[config.mk]
export PLATFORM = sky130hd
export DESIGN_NAME = mem_access_ctrl_flat
export DESIGN_NICKNAME = d
export VERILOG_FILES = /design/src/rtl/mem_access_ctrl_if.sv /design/src/rtl/mem_access_ctrl.sv /design/src/flat_wrapper.sv
export SDC_FILE = /design/constraint.sdc
export NUM_CORES = 1
export LEC_CHECK = 0
export CAP_MARGIN = 0
export CORE_ASPECT_RATIO = 1.4
export CORE_UTILIZATION = 30
export DETAILED_ROUTE_END_ITERATION = 16
export GPL_ROUTABILITY_DRIVEN = 0
export SYNTH_ARGS = -nofsm -noshare
export SYNTH_HDL_FRONTEND = slang
export SYNTH_SLANG_ARGS = --single-unit
export TNS_END_PERCENT = 1
[constraint.sdc]
create_clock -name CLK -period 2.3 [get_ports CLK]
set_clock_uncertainty 0.05 [all_clocks]
set_input_delay 0.46 -clock CLK [delete_from_list [all_inputs] [get_ports CLK]]
set_output_delay 0.46 -clock CLK [all_outputs]
set_load 0.01 [all_outputs]
[src/rtl/mem_access_ctrl_if.sv]
// mem_access_ctrl_if: request/response handshake plus memory strobe bundle.
// master = requester and memory side, slave = the controller.
interface mem_access_ctrl_if #(
  parameter int DATA_W = 16,
  parameter int ADDR_W = 16
);
  logic ReqValid;
  logic ReqReady;
  logic ReqWrite;
  logic [ADDR_W-1:0] ReqAddr;
  logic [DATA_W-1:0] ReqWData;
  logic RspValid;
  logic [DATA_W-1:0] RspData;
  logic RspErr;
  logic Busy;
  logic [ADDR_W-1:0] MemAddr;
  logic [DATA_W-1:0] MemWData;
  logic MemRead;
  logic MemWrite;
  logic [DATA_W-1:0] MemRData;
  modport master (
    output ReqValid, ReqWrite, ReqAddr, ReqWData, MemRData,
    input ReqReady, RspValid, RspData, RspErr, Busy, MemAddr, MemWData, MemRead, MemWrite
  );
  modport slave (
    input ReqValid, ReqWrite, ReqAddr, ReqWData, MemRData,
    output ReqReady, RspValid, RspData, RspErr, Busy, MemAddr, MemWData, MemRead, MemWrite
  );
endinterface

[src/rtl/mem_access_ctrl.sv]
// mem_access_ctrl: single-outstanding load/store initiator for the 16-bit data memory,
// sequencing MemRead/MemWrite with the memory read latency and returning a one-cycle response.
module mem_access_ctrl #(
  parameter int DATA_W = 16,
  parameter int ADDR_W = 16,
  parameter int READ_LATENCY = 1,
  parameter int CHECK_ALIGN = 1
) (
  input logic CLK,
  input logic Reset_n,
  mem_access_ctrl_if.slave bus
);
  typedef enum logic [1:0] {IDLE, MEM_WR, MEM_RD, RESP} state_t;
  state_t state, stateNext;
  logic [2:0] cnt, cntNext;
  logic reqReady, rspValid, rspErr, rspErrNext, busy, memRead, memWrite;
  logic [DATA_W-1:0] rspData, rspDataNext, memWData, memWDataNext;
  logic [ADDR_W-1:0] memAddr, memAddrNext;
  assign bus.ReqReady = reqReady;
  assign bus.RspValid = rspValid;
  assign bus.RspData = rspData;
  assign bus.RspErr = rspErr;
  assign bus.Busy = busy;
  assign bus.MemAddr = memAddr;
  assign bus.MemWData = memWData;
  assign bus.MemRead = memRead;
  assign bus.MemWrite = memWrite;
  always_comb begin
    stateNext = state;
    cntNext = cnt;
    rspDataNext = rspData;
    rspErrNext = rspErr;
    memAddrNext = memAddr;
    memWDataNext = memWData;
    case (state)
      IDLE:
        if (bus.ReqValid && reqReady) begin
          if ((CHECK_ALIGN != 0) && bus.ReqAddr[0]) begin
            stateNext = RESP;
            rspErrNext = 1'b1;
            rspDataNext = '0;
          end else if (bus.ReqWrite) begin
            stateNext = MEM_WR;
            memAddrNext = bus.ReqAddr;
            memWDataNext = bus.ReqWData;
          end else begin
            stateNext = MEM_RD;
            memAddrNext = bus.ReqAddr;
            cntNext = 3'(READ_LATENCY - 1);
          end
        end
      MEM_WR: begin
        stateNext = RESP;
        rspDataNext = memWData;
        rspErrNext = 1'b0;
      end
      MEM_RD:
        if (cnt == '0) begin
          stateNext = RESP;
          rspDataNext = bus.MemRData;
          rspErrNext = 1'b0;
        end else cntNext = cnt - 3'd1;
      default: stateNext = IDLE;
    endcase
  end
  // Every output flag is a registered decode of the next state, so strobes and pulses align with state.
  always_ff @(posedge CLK or negedge Reset_n)
    if (!Reset_n) begin
      state <= IDLE;
      cnt <= '0;
      reqReady <= 1'b0;
      busy <= 1'b0;
      rspValid <= 1'b0;
      rspErr <= 1'b0;
      memRead <= 1'b0;
      memWrite <= 1'b0;
      rspData <= '0;
      memAddr <= '0;
      memWData <= '0;
    end else begin
      state <= stateNext;
      cnt <= cntNext;
      reqReady <= stateNext == IDLE;
      busy <= stateNext != IDLE;
      rspValid <= stateNext == RESP;
      memRead <= stateNext == MEM_RD;
      memWrite <= stateNext == MEM_WR;
      rspErr <= rspErrNext;
      rspData <= rspDataNext;
      memAddr <= memAddrNext;
      memWData <= memWDataNext;
    end
endmodule

[src/flat_wrapper.sv]
// flat-port wrapper written by rule: the top's interface ports become plain ports
module mem_access_ctrl_flat 
#(
  parameter int DATA_W = 16,
  parameter int ADDR_W = 16,
  parameter int READ_LATENCY = 1,
  parameter int CHECK_ALIGN = 1
)
  (CLK, Reset_n, bus_ReqValid, bus_ReqWrite, bus_ReqAddr, bus_ReqWData, bus_MemRData, bus_ReqReady, bus_RspValid, bus_RspData, bus_RspErr, bus_Busy, bus_MemAddr, bus_MemWData, bus_MemRead, bus_MemWrite);
  mem_access_ctrl_if #(.DATA_W(DATA_W), .ADDR_W(ADDR_W)) bus_i ();
  input logic CLK;
  input logic Reset_n;
  input wire logic [$bits(bus_i.ReqValid)-1:0] bus_ReqValid;
  input wire logic [$bits(bus_i.ReqWrite)-1:0] bus_ReqWrite;
  input wire logic [$bits(bus_i.ReqAddr)-1:0] bus_ReqAddr;
  input wire logic [$bits(bus_i.ReqWData)-1:0] bus_ReqWData;
  input wire logic [$bits(bus_i.MemRData)-1:0] bus_MemRData;
  output wire logic [$bits(bus_i.ReqReady)-1:0] bus_ReqReady;
  output wire logic [$bits(bus_i.RspValid)-1:0] bus_RspValid;
  output wire logic [$bits(bus_i.RspData)-1:0] bus_RspData;
  output wire logic [$bits(bus_i.RspErr)-1:0] bus_RspErr;
  output wire logic [$bits(bus_i.Busy)-1:0] bus_Busy;
  output wire logic [$bits(bus_i.MemAddr)-1:0] bus_MemAddr;
  output wire logic [$bits(bus_i.MemWData)-1:0] bus_MemWData;
  output wire logic [$bits(bus_i.MemRead)-1:0] bus_MemRead;
  output wire logic [$bits(bus_i.MemWrite)-1:0] bus_MemWrite;
  assign bus_i.ReqValid = bus_ReqValid;
  assign bus_i.ReqWrite = bus_ReqWrite;
  assign bus_i.ReqAddr = bus_ReqAddr;
  assign bus_i.ReqWData = bus_ReqWData;
  assign bus_i.MemRData = bus_MemRData;
  assign bus_ReqReady = bus_i.ReqReady;
  assign bus_RspValid = bus_i.RspValid;
  assign bus_RspData = bus_i.RspData;
  assign bus_RspErr = bus_i.RspErr;
  assign bus_Busy = bus_i.Busy;
  assign bus_MemAddr = bus_i.MemAddr;
  assign bus_MemWData = bus_i.MemWData;
  assign bus_MemRead = bus_i.MemRead;
  assign bus_MemWrite = bus_i.MemWrite;
  mem_access_ctrl #(.DATA_W(DATA_W), .ADDR_W(ADDR_W), .READ_LATENCY(READ_LATENCY), .CHECK_ALIGN(CHECK_ALIGN)) u_core (.CLK(CLK), .Reset_n(Reset_n), .bus(bus_i));
endmodule
==> metrics.csv <==
metric,value,unit
status,completed,
top area cells in the synthesized netlist,"dfrtp_1 (56%), mux2_2 (13%), a22o_1 (6.8%)",
final-layout fill cell count,771,
FF-to-FF End,u_core.bus.RspData[0],
worst r2r src,u_core.state[0],
die area,9020,um^2
Final Hold Fails,0,
clk sink count,58,
slowest CP cell,clkdlybuf4s50_1,
Clock Path Buffers,2,
Root Driver,clkbuf_16,
Final min period,1.85,ns
Ports,106,
Compound-Gate Fraction of Synth Area,0.141,
final net count,378,
TritonCTS clock tree,built,
mux cell area share after synthesis,0.135,
clk_lat worst skew,0.32,ns
Detailed Routing Iterations Pass 1,4,
unrepaired setup endpoints after global routing,false,
GRT overflow,0,
Post-Synth Simple-Gate Area,0.0942,
diodes inserted,0,
"area leader, netlist",dfrtp_1,
Lkg Pwr,1.74,nW
endpoint class of the critical path,register,
number of port buffers,104,
P&R area growth vs syn,55.1,%
post-CTS sizing,0,
CTS HTree Levels,3,
fin crit share,0.802,
setup bufs post-CTS,0,
Synth Cell Area,2590,um^2
Max Cap Violations,0,
sequential area share after synthesis,0.560,
CTS Hold Buffers Added,0,
fin area,4020,um^2
largest family of logic cells by synthesized area,compound AO/OA/AOI/OAI gates,
DPL Wire Length,4.62,mm
xor and xnor area share after synthesis,0,
"most common cell after layout, fill and taps aside",clkdlybuf4s50_1,
worst reg-to-reg path cell count,6,
area taken by multi-input logic gates,1040,um^2
CP startpoint kind,input port,
Placed Area,3710,um^2
Yosys reg bits,58,
initial antenna violation count,0,
drt wl/cell,15.0,um
Ys Warns,0,
first-pass GRT wire length,10.4,mm
Fmax,542,MHz
Syn Area/Cell,12.1,um^2
vias in the first global route,2096,
clk slew on worst S/H paths,0.05,ns
CP max FO,5,
Synth top area share,0.560,
DR vias,2006,
Mapped Cells,214,
flop2flop setup slack,0.52,ns
Worst EP arrival,2.00,ns
peak supply drop,500,uV
DR DRC count,0,
"Largest stage delay, worst path",0.55,ns
worst slew pin tran,0.651,ns
"commonest cells after routing, fill and taps aside","clkdlybuf4s50_1 (103), dfrtp_1 (58), nand2_1 (35)",
Cell Pwr Density,1380,nW/um^2
"Top FF cell, synth",dfrtp_1,
register area,1450,um^2
TNS Setup,0,ns
layout cells sized above 1,0.185,
Die X,80.5,um
Adder-Cell Fraction of Synth Area,0.0290,
Total GRT Usage,0.154,
CP Class,input port to register,
"CP delay by family, top",compound AO/OA/AOI/OAI gates,
post-route ant nets,0,
Synth cell types,33,
relative slew slack,0.566,
Post-synth EDFFs,0,
fin. max-slew vios,0,
pin count of the biggest net entering global routing,59,
CP cell instances,clkdlybuf4s50_1 -> nand2_2 -> o31ai_4 -> o21ai_0 -> a22o_1,
Iteration-0 DRC Markers,61,
CP bufs+invs,1,
asr flop ratio synth,1.00,
Post-Syn Nets,272,
drt total wl,6.41,mm
total power,5.53,mW
TritonCTS buffer count,9,
initial core utilization,0.314,
# rows,39,
WP data required,2.45,ns
Vias per Instance,4.71,
worst min path class,input port to asynchronous set/reset pin,
Final setup viols,0,
die height,112,um
Core Box Area,8250,um^2
[state kept, by name, summed over array words and instances, names as in the netlist]
register,cells
u_core.bus.RspValid,1
u_core.bus.MemWData,16
u_core.state,2
u_core.bus.Busy,1
u_core.bus.RspData,16
u_core.bus.RspErr,1
u_core.bus.ReqReady,1
u_core.bus.MemAddr,15
u_core.cnt,3
u_core.bus.MemWrite,1
u_core.bus.MemRead,1
[power by group]
part	total, mW	internal, mW	switching [mW]
logic	2.45	1.32	1.13
registers	1.73	1.46	0.267
clock network	1.35	0.918	0.435
[logic make-up after synthesis]
group | Yosys count
other cells | 1
fa+ha+maj | 6
buf+inv | 18
simple gates | 52
compound gates | 48
mux | 31
flops | 58
[synth_stat cells, types with 2 or more instances]
library cell	count
buf_4	3
nand2_2	2
dfrtp_1	58
inv_1	5
nor3b_1	2
o21ai_1	10
a21oi_1	2
nor2_1	5
o21ai_0	6
o21ai_2	3
a22o_1	20
nor2b_1	2
mux2_2	31
nand2_1	35
clkbuf_1	5
ha_1	6
buf_6	3
[worst max-delay path by stage]
stage,start,to,slack (ns),cells after the start
finish,bus_ReqValid,u_core.cnt[2],0.45,5
global route,u_core.state[1],u_core.bus.MemWrite,0.35,5
CTS,bus_ReqValid,u_core.cnt[2],0.43,5
detailed placement,bus_ReqValid,u_core.cnt[2],0.1,5
global placement,bus_ReqValid,u_core.cnt[0],0.16,5
floorplan,u_core.state[0],u_core.bus.RspErr,0.66,6
[final cells by class]
type	count	share of cell area
clock buffers	13	0.0672
multi-input cells	138	0.258
clock inverters	2	0.00872
well taps	102	0.0318
repair buffers	108	0.268
flip-flops and latches	58	0.361
inverters	5	0.00467
[routing by layer]
layer / track usage / wire length (um) / vias up
li1: - / - / 962
met1: 0.178 / 2620 / 973
met2: 0.260 / 3350 / 59
met3: 0.0303 / 270 / 12
met4: 0.0893 / 170 / 0
met5: 0 / 0 / -
[through the flow]
step	hold WS, ns	worst slack [ns]	utilization	instances
6_report	0.0865	0.454	0.487	426
5_1_grt	0.112	0.354	0.487	426
4_1_cts	0.0952	0.434	0.487	426
3_5_place_dp	0.418	0.0967	0.450	411
3_3_place_gp	0.412	0.165	0.450	411
2_1_floorplan	0.114	0.657	-	214
No activity file was read; power rests on OpenSTA's default activity.
